`src/rtl/cdb_arb_if.sv`:
```
// CDB arbiter bundle: FU requests with branch masks, mispredict squash inputs,
// and the per-FU grants / per-port mux selects returned to the CDB.
interface cdb_arb_if #(
  parameter int unsigned NUM_REQ = 4,
  parameter int unsigned CDB_SZ  = 2,
  parameter int unsigned B_MASK  = 4
);
  localparam int unsigned IDX_W = $clog2(NUM_REQ);

  logic [NUM_REQ-1:0]             req;
  logic [NUM_REQ-1:0][B_MASK-1:0] req_bm;
  logic [B_MASK-1:0]              b_mm_resolve;
  logic                           b_mm_mispred;
  logic [NUM_REQ-1:0]             gnt;
  logic [CDB_SZ-1:0]              port_valid;
  logic [CDB_SZ-1:0][IDX_W-1:0]   port_sel;
  logic [IDX_W-1:0]               rr_ptr;

  modport master (
    output req, req_bm, b_mm_resolve, b_mm_mispred,
    input  gnt, port_valid, port_sel, rr_ptr
  );

  modport slave (
    input  req, req_bm, b_mm_resolve, b_mm_mispred,
    output gnt, port_valid, port_sel, rr_ptr
  );
endinterface

```
`src/rtl/cdb_arbiter.sv`:
```
// Round-robin CDB arbiter: grants up to CDB_SZ FUs per cycle combinationally and
// maps the k-th grant in scan order onto CDB port k; mispredicted work is squashed.
module cdb_arbiter #(
  parameter int unsigned NUM_REQ = 4,
  parameter int unsigned CDB_SZ  = 2,
  parameter int unsigned B_MASK  = 4
) (
  input logic        clock,
  input logic        reset,
  cdb_arb_if.slave   bus
);
  localparam int unsigned IDX_W = $clog2(NUM_REQ);

  logic [IDX_W-1:0]             rr_q;
  logic [IDX_W-1:0]             rr_d;
  logic [NUM_REQ-1:0]           squash;
  logic [NUM_REQ-1:0]           elig;
  logic [NUM_REQ-1:0]           gnt;
  logic [CDB_SZ-1:0]            port_valid;
  logic [CDB_SZ-1:0][IDX_W-1:0] port_sel;

  always_comb begin
    squash = '0;
    for (int unsigned i = 0; i < NUM_REQ; i++) begin
      squash[i] = bus.b_mm_mispred & (|(bus.req_bm[i] & bus.b_mm_resolve));
    end
    elig = bus.req & ~squash;
  end

  // Scan from rr_q upward with wrap; every output is defaulted so req=0 yields no X.
  always_comb begin
    logic [IDX_W-1:0] idx;
    int unsigned      cnt;
    gnt        = '0;
    port_valid = '0;
    port_sel   = '0;
    rr_d       = rr_q;
    idx        = '0;
    cnt        = 0;
    if (!reset) begin
      for (int unsigned k = 0; k < NUM_REQ; k++) begin
        idx = IDX_W'((32'(rr_q) + k) % NUM_REQ);
        if (elig[idx] && (cnt < CDB_SZ)) begin
          gnt[idx] = 1'b1;
          for (int unsigned p = 0; p < CDB_SZ; p++) begin
            if (cnt == p) begin
              port_valid[p] = 1'b1;
              port_sel[p]   = idx;
            end
          end
          rr_d = ((32'(idx) + 1) == NUM_REQ) ? '0 : IDX_W'(32'(idx) + 1);
          cnt  = cnt + 1;
        end
      end
    end
  end

  // rr_d already holds rr_q when nothing is granted.
  always_ff @(posedge clock) begin
    if (reset) begin
      rr_q <= '0;
    end else begin
      rr_q <= rr_d;
    end
  end

  assign bus.gnt        = gnt;
  assign bus.port_valid = port_valid;
  assign bus.port_sel   = port_sel;
  assign bus.rr_ptr     = rr_q;
endmodule
```
`src/flat_wrapper.sv`:
```
// flat-port wrapper written by rule: the top's interface ports become plain ports
module cdb_arbiter_flat 
#(
  parameter int unsigned NUM_REQ = 4,
  parameter int unsigned CDB_SZ  = 2,
  parameter int unsigned B_MASK  = 4
)
  (clock, reset, bus_req, bus_req_bm, bus_b_mm_resolve, bus_b_mm_mispred, bus_gnt, bus_port_valid, bus_port_sel, bus_rr_ptr);
  cdb_arb_if #(.NUM_REQ(NUM_REQ), .CDB_SZ(CDB_SZ), .B_MASK(B_MASK)) bus_i ();
  input logic clock;
  input logic reset;
  input wire logic [$bits(bus_i.req)-1:0] bus_req;
  input wire logic [$bits(bus_i.req_bm)-1:0] bus_req_bm;
  input wire logic [$bits(bus_i.b_mm_resolve)-1:0] bus_b_mm_resolve;
  input wire logic [$bits(bus_i.b_mm_mispred)-1:0] bus_b_mm_mispred;
  output wire logic [$bits(bus_i.gnt)-1:0] bus_gnt;
  output wire logic [$bits(bus_i.port_valid)-1:0] bus_port_valid;
  output wire logic [$bits(bus_i.port_sel)-1:0] bus_port_sel;
  output wire logic [$bits(bus_i.rr_ptr)-1:0] bus_rr_ptr;
  assign bus_i.req = bus_req;
  assign bus_i.req_bm = bus_req_bm;
  assign bus_i.b_mm_resolve = bus_b_mm_resolve;
  assign bus_i.b_mm_mispred = bus_b_mm_mispred;
  assign bus_gnt = bus_i.gnt;
  assign bus_port_valid = bus_i.port_valid;
  assign bus_port_sel = bus_i.port_sel;
  assign bus_rr_ptr = bus_i.rr_ptr;
  cdb_arbiter #(.NUM_REQ(NUM_REQ), .CDB_SZ(CDB_SZ), .B_MASK(B_MASK)) u_core (.clock(clock), .reset(reset), .bus(bus_i));
endmodule
```
`config.mk`:
```
export PLATFORM = sky130hd
export DESIGN_NAME = cdb_arbiter_flat
export DESIGN_NICKNAME = d
export VERILOG_FILES = /design/src/rtl/cdb_arb_if.sv /design/src/rtl/cdb_arbiter.sv /design/src/flat_wrapper.sv
export SDC_FILE = /design/constraint.sdc
export NUM_CORES = 1
export LEC_CHECK = 0
export ABC_CLOCK_PERIOD_IN_PS = 5000
export BUFFER_PORTS_ARGS = -buffer_cell sky130_fd_sc_hd__buf_2
export CAP_MARGIN = 20
export CORE_MARGIN = 2
export CORE_UTILIZATION = 49
export DETAILED_ROUTE_END_ITERATION = 16
export PLACE_DENSITY = 0.8
export SETUP_SLACK_MARGIN = 0.1
export SLEW_MARGIN = 20
export SYNTH_ARGS = -nofsm -noshare
export SYNTH_HDL_FRONTEND = slang
export SYNTH_SLANG_ARGS = --single-unit
```
`constraint.sdc`:
```
create_clock -name clock -period 5 [get_ports clock]
set_input_delay 0.25 -clock clock [delete_from_list [all_inputs] [get_ports clock]]
set_output_delay 0.25 -clock clock [all_outputs]
set_load 0.02 [all_outputs]
```
Word-level counts from Yosys, hierarchy flattened

Cells that the tools add are included.

Output and inout bits: 12
Bits in registers: 2
Bits in read-only memories: 0
Memories kept: 0
RAM bits: 0
Latch bits: 0
Bits of input ports: 27

Multiplexer cells: 60
Reduce and logical (&&, ||, !) cells: 15
Shifts and indexed selects: 0
Div/mod/pow operators: 0
Bitwise logic cells: 13
Multipliers: 0
Add/subtract/negate cells: 8
Equality and inequality tests: 7
Order comparisons: 11

Operators by type and width:

| operator                                                          | count |
|---|---|
| 2-to-1 mux 32 bit                                                 | 5 |
| equality test 32 x 3 -> 1 bit, second input constant              | 4 |
| equality test 32 x 1 -> 1 bit, second input constant              | 3 |
| zero test 32 bit                                                  | 3 |
| < comparator 32 x 2 -> 1 bit, second input constant               | 3 |
| adder 32 x 1 -> 32 bit, second input constant                     | 2 |
| 2-to-1 mux 4 bit                                                  | 12 |
| 2-to-1 mux 2 bit                                                  | 19 |
| AND 4 bit                                                         | 5 |
| 2-to-1 mux 1 bit                                                  | 16 |
| OR reduction 4 bit                                                | 4 |
| adder 2 x 1 -> 3 bit, second input constant                       | 4 |
| < comparator 2 x 3 -> 1 bit, second input constant                | 4 |
| bitwise OR 4 bit                                                  | 3 |
| binary-select mux 1 bit (select 2 bit)                            | 4 |
| demux 1 bit (select 2 bit)                                        | 4 |
| greater-or-equal comparator 2 x 1 -> 1 bit, second input constant | 4 |
| logical AND 1 bit                                                 | 7 |
| adder 2 bit, second input constant                                | 2 |
| AND 1 bit                                                         | 4 |
| NOT 4 bit                                                         | 1 |
| nonzero test 4 bit                                                | 1 |

Logic depth before layout (Yosys ltp)

Depth after elaboration: 21
Mapped depth: 16

Worst setup path before layout

Ideal clock, no wire load.

Path type: reg-to-output
From: register u_core.rr_q[0] (netlist: u_core.bus.rr_ptr[0])
To: output bus_port_sel[0]
Cell stages (with the launch flop): 17
Data arrival time: 4.471 ns
Path slack: 0.279 ns
Path buffers: 4
Cells stage by stage: dfxtp_1 > buf_6 > inv_1 > ha_1 > buf_4 > mux2_2 > buf_4 > ha_1 > nor3_1 > buf_2 > inv_1 > fa_1 > and2_2 > a22o_4 > nor4bb_4 > o21bai_1 > a211oi_1

Longest elaborated chain between the ends: 16
Elaborated cells on any way between the ends: 36
Classes of those cells: 5 x add/sub; 3 x order compare; 22 x mux; 6 x reduce/logical

RTL lines:

| item                                                                    | line                                 | text |
|---|---|---|
| start, declared                                                         | cdb_arbiter.sv:14                    | `logic [IDX_W-1:0] rr_q;` |
| start signal, assigned                                                  | cdb_arbiter.sv:63                    | `rr_q <= rr_d;` |
| binary-select mux 1 bit (select 2 bit)                                  | cdb_arbiter.sv:43                    | `if (elig[idx] && (cnt < CDB_SZ)) begin` |
| 2-to-1 mux 1 bit (not written as such)                                  | cdb_arbiter.sv:43                    |  |
| 2-to-1 mux 1 bit                                                        | cdb_arbiter.sv:43                    |  |
| 2-to-1 mux 32 bit                                                       | cdb_arbiter.sv:40                    | `if (!reset) begin` |
| < comparator 32 x 2 -> 1 bit                                            | cdb_arbiter.sv:43                    |  |
| logical AND 1 bit                                                       | cdb_arbiter.sv:43                    |  |
| 2-to-1 mux 32 bit                                                       | cdb_arbiter.sv:43                    |  |
| 2-to-1 mux 32 bit                                                       | cdb_arbiter.sv:40                    |  |
| < comparator 32 x 2 -> 1 bit                                            | cdb_arbiter.sv:43                    |  |
| logical AND 1 bit                                                       | cdb_arbiter.sv:43                    |  |
| 2-to-1 mux 32 bit                                                       | cdb_arbiter.sv:43                    |  |
| 2-to-1 mux 32 bit                                                       | cdb_arbiter.sv:40                    |  |
| < comparator 32 x 2 -> 1 bit / zero test 32 bit (equally long branches) | cdb_arbiter.sv:43, cdb_arbiter.sv:46 |  |
| logical AND 1 bit / 2-to-1 mux 2 bit (equally long branches)            | cdb_arbiter.sv:43, cdb_arbiter.sv:46 |  |
| 2-to-1 mux 4 bit *                                                      | cdb_arbiter.sv:43                    |  |
| 2-to-1 mux 4 bit *                                                      | cdb_arbiter.sv:40                    |  |
| end, declared                                                           | flat_wrapper.sv:18                   | `output wire logic [$bits(bus_i.port_sel)-1:0] bus_port_sel;` |

Every way passes the cells marked *; elsewhere a longest branch is shown, timed or not. The select of a mux whose other input is x is not followed.

Final worst setup path

From: register u_core.rr_q[1] (netlist: u_core.bus.rr_ptr[1])
To: output bus_port_sel[0]

The elaborated chain is that of the path after synthesis.

==> results.json <==
{
  "cp-start-kind": "flop",
  "r2r_slack_ns": 1.02,
  "synth_area_um2": 1030,
  "synth_area_leaders": "ha_1 17%, a22o_1 4.2%, nand2_1 4.0%",
  "fmax_ghz": 0.215,
  "synth_area_leader_cell": "ha_1",
  "post_cts_buffers": 0,
  "crit_path_max_fanout": 12,
  "crit_slowest_cell": "dfxtp_1",
  "initialDrtViolationCount": 51,
  "clockBufferDepth": 2,
  "r2r_end": "u_core.bus.rr_ptr[1]",
  "dieArea_um2": 2490,
  "synth-seq-cells": 2,
  "worstHoldStart": "reset",
  "synth_edf_count": 0,
  "drt-pass1-iter-count": 4,
  "drv_cap": 0,
  "fp.dieW_um": 49.9,
  "whs_endpoint": "u_core.bus.rr_ptr[1]",
  "grt_overflow": 0,
  "die_h_um": 49.9,
  "ff2ff_path_depth": 11,
  "cts_tree": "built",
  "hold_depth": 2,
  "area_growth_pct": 22.1,
  "fin_util_pct": 63.6,
  "ioPinCount": 39,
  "syn_area_per_cell_um2": 8.26,
  "antenna_found_initial": 0,
  "finalPower_uw": 747,
  "synth_flop_cell": "dfxtp_1",
  "async_flop_share_pct": 0,
  "slowest_delay_ns": 0.50,
  "synth_top_family_by_area": "compound AO/OA/AOI/OAI gates",
  "drive_above_1_share_pct": 41.5,
  "grt_pass1_wl_mm": 4.86,
  "largest_register_ffs": 2,
  "grt_max_degree": 14,
  "rows": 16,
  "setup_violations": 0,
  "synth-adder-area-share_pct": 18.9,
  "arrival_ns": 4.40,
  "outcome": "finished, final reports clean",
  "synth_compound_area_share_pct": 41.6,
  "synth.net_count": 167,
  "n_antenna_cell": 0,
  "wl_per_cell_um": 14.7,
  "synth_xor_area_share_pct": 0,
  "crit_path_end_kind": "primary output",
  "whs_ns": 0.431,
  "syn_inst": 125,
  "yosys_warnings": 0,
  "p_leak_nw": 0.588,
  "gp_congestion": 0.918,
  "tns_ns": 0,
  "initial_core_util_pct": 52.1,
  "post-dp-hpwl_mm": 2.27,
  "synth_top_area_share_pct": 17.0,
  "finalNetCount": 208,
  "cts.htree.levels": 1,
  "wirelength_mm": 2.80,
  "cts_resized": 0,
  "cts.hold.buffers_added": 0,
  "tightest_slew_ns": 0.414,
  "worst_setup_path_startpoint": "u_core.bus.rr_ptr[1]",
  "grt_pass1_vias": 1099,
  "numCtsBuffers": 3,
  "grt_setup_unrepaired": "no",
  "crit_required_ns": 4.75,
  "fin_crit_sh_pct": 93.0,
  "peakVddDrop_v": 0.000329,
  "viasPerCell": 5.95,
  "timing.rr.start": "u_core.bus.rr_ptr[1]",
  "path_cells": "inv_1 -> ha_1 -> mux2_2 -> ha_1 -> nor3_1 -> inv_1 -> fa_1 -> and2_2 -> a22o_4 -> nor4bb_4 -> o21bai_1 -> a211oi_1 -> buf_2",
  "hold_path_class": "input pin to flop",
  "drc": 0,
  "ant_nets": 0,
  "slew_headroom_pct": 72.4,
  "hold_viol_final": 0,
  "clk_pin_slew_ns": 0.03,
  "synth_simple_gate_area_share_pct": 24.2,
  "ys_seq_area_share_pct": 3.88,
  "period_needed_ns": 4.65,
  "finClkSkew_ns": 0.00251,
  "port_buffers": 38,
  "synthMuxAreaShare_pct": 4.48,
  "root_buffer": "clkbuf_4",
  "cts_sinks": 2,
  "finalMaxSlewViolations": 0,
  "power_density_nw_per_um2": 593,
  "path_class": "flop to primary output",
  "core_um2": 1980,
  "clk_latency_ns": 0.22,
  "synth.distinct_cells": 47,
  "grt.total_usage_pct": 25.1,
  "dr_total_vias": 1136
}
where the power goes:
part           switching, mW  total (mW)  leakage (nW)  internal (mW)
registers             0.0156      0.0380        0.0166         0.0225
clock network        0.00906      0.0355        0.0138         0.0265
logic                  0.383       0.674         0.558          0.291
synth_stat cells, drive strengths merged, types with 2 or more instances:
master / number
a32o: 2
o21bai: 3
a22oi: 2
a221oi: 3
nand3: 2
and2: 5
nor2b: 4
ha: 14
a22o: 9
a211oi: 6
inv: 8
o21ai: 7
buf: 4
mux2: 2
mux2i: 2
nor2: 6
a222oi: 4
nand2: 11
dfxtp: 2
and2b: 3
a21oi: 7
nor3: 3
a21o: 2
kinds of logic after synthesis:
group,after synthesis
AO/OA/AOI/OAI,51
AND/OR/NAND/NOR,40
adder cells (fa/ha/maj),15
buffers and inverters,13
multiplexers,4
flip-flops,2
worst max-delay path: cells and delay by family, from the launching register on:
family,cells,cell delay [ns]
fa+ha+maj,3,1.27
simple gates,3,0.67
compound gates,3,0.67
buf+inv,3,0.57
flops,1,0.50
mux,1,0.48
metal layers:
layer | part of all wire [%] | GRT usage [%] | vias up
met3 | 7.2 | 2.73 | 2
met1 | 42 | 32.4 | 518
li1 | - | - | 569
met5 | 0 | 0 | -
met2 | 50 | 42.4 | 47
met4 | 0.36 | 9.72 | 0
worst max-delay path by stage:
stage / cells past startpoint / endpoint / slack [ns]
floorplan: 16 / bus_port_sel[0] / 0.28
global placement: 13 / bus_port_sel[0] / 0.72
detailed placement: 13 / bus_port_sel[0] / 0.59
CTS: 13 / bus_port_sel[0] / 0.33
global route: 13 / bus_port_sel[0] / 0.11
finish: 13 / bus_port_sel[0] / 0.35
cells in the final DEF (no fill, tap or decap), types with 3 or more instances in the layout:
master    netlist  layout
o21bai_1        3       3
nand2_1        11      11
a222oi_1        4       4
ha_1           14      14
nor2_1          6       6
clkbuf_4        0       3
buf_4           2       3
a21oi_1         7       7
buf_2           1      38
a22o_1          5       5
and2_1          3       3
o21ai_0         3       3
nor3_1          3       3
inv_1           8       8
o21ai_2         4       4
a22o_2          3       3
nor2b_1         4       4
a211oi_1        5       5
and2b_2         3       3
layout make-up:
type / instances / area (µm²)
Timing Repair Buffer: 41 / 213
Tap cell: 27 / 33.8
Sequential cell: 2 / 40.0
Inverter: 8 / 30.0
Multi-Input combinational cell: 110 / 921
Fill cell: 178 / 722
Clock buffer: 3 / 22.5
stage by stage:
step	cells	instance area, µm²	worst slack (ns)
after CTS	191	1260	0.332
after global placement	188	1240	0.720
after detailed placement	188	1240	0.585
after floorplan	125	1030	0.279
after global routing	191	1260	0.106
final	191	1260	0.352
Note: power is estimated with default switching activity, not from simulation.
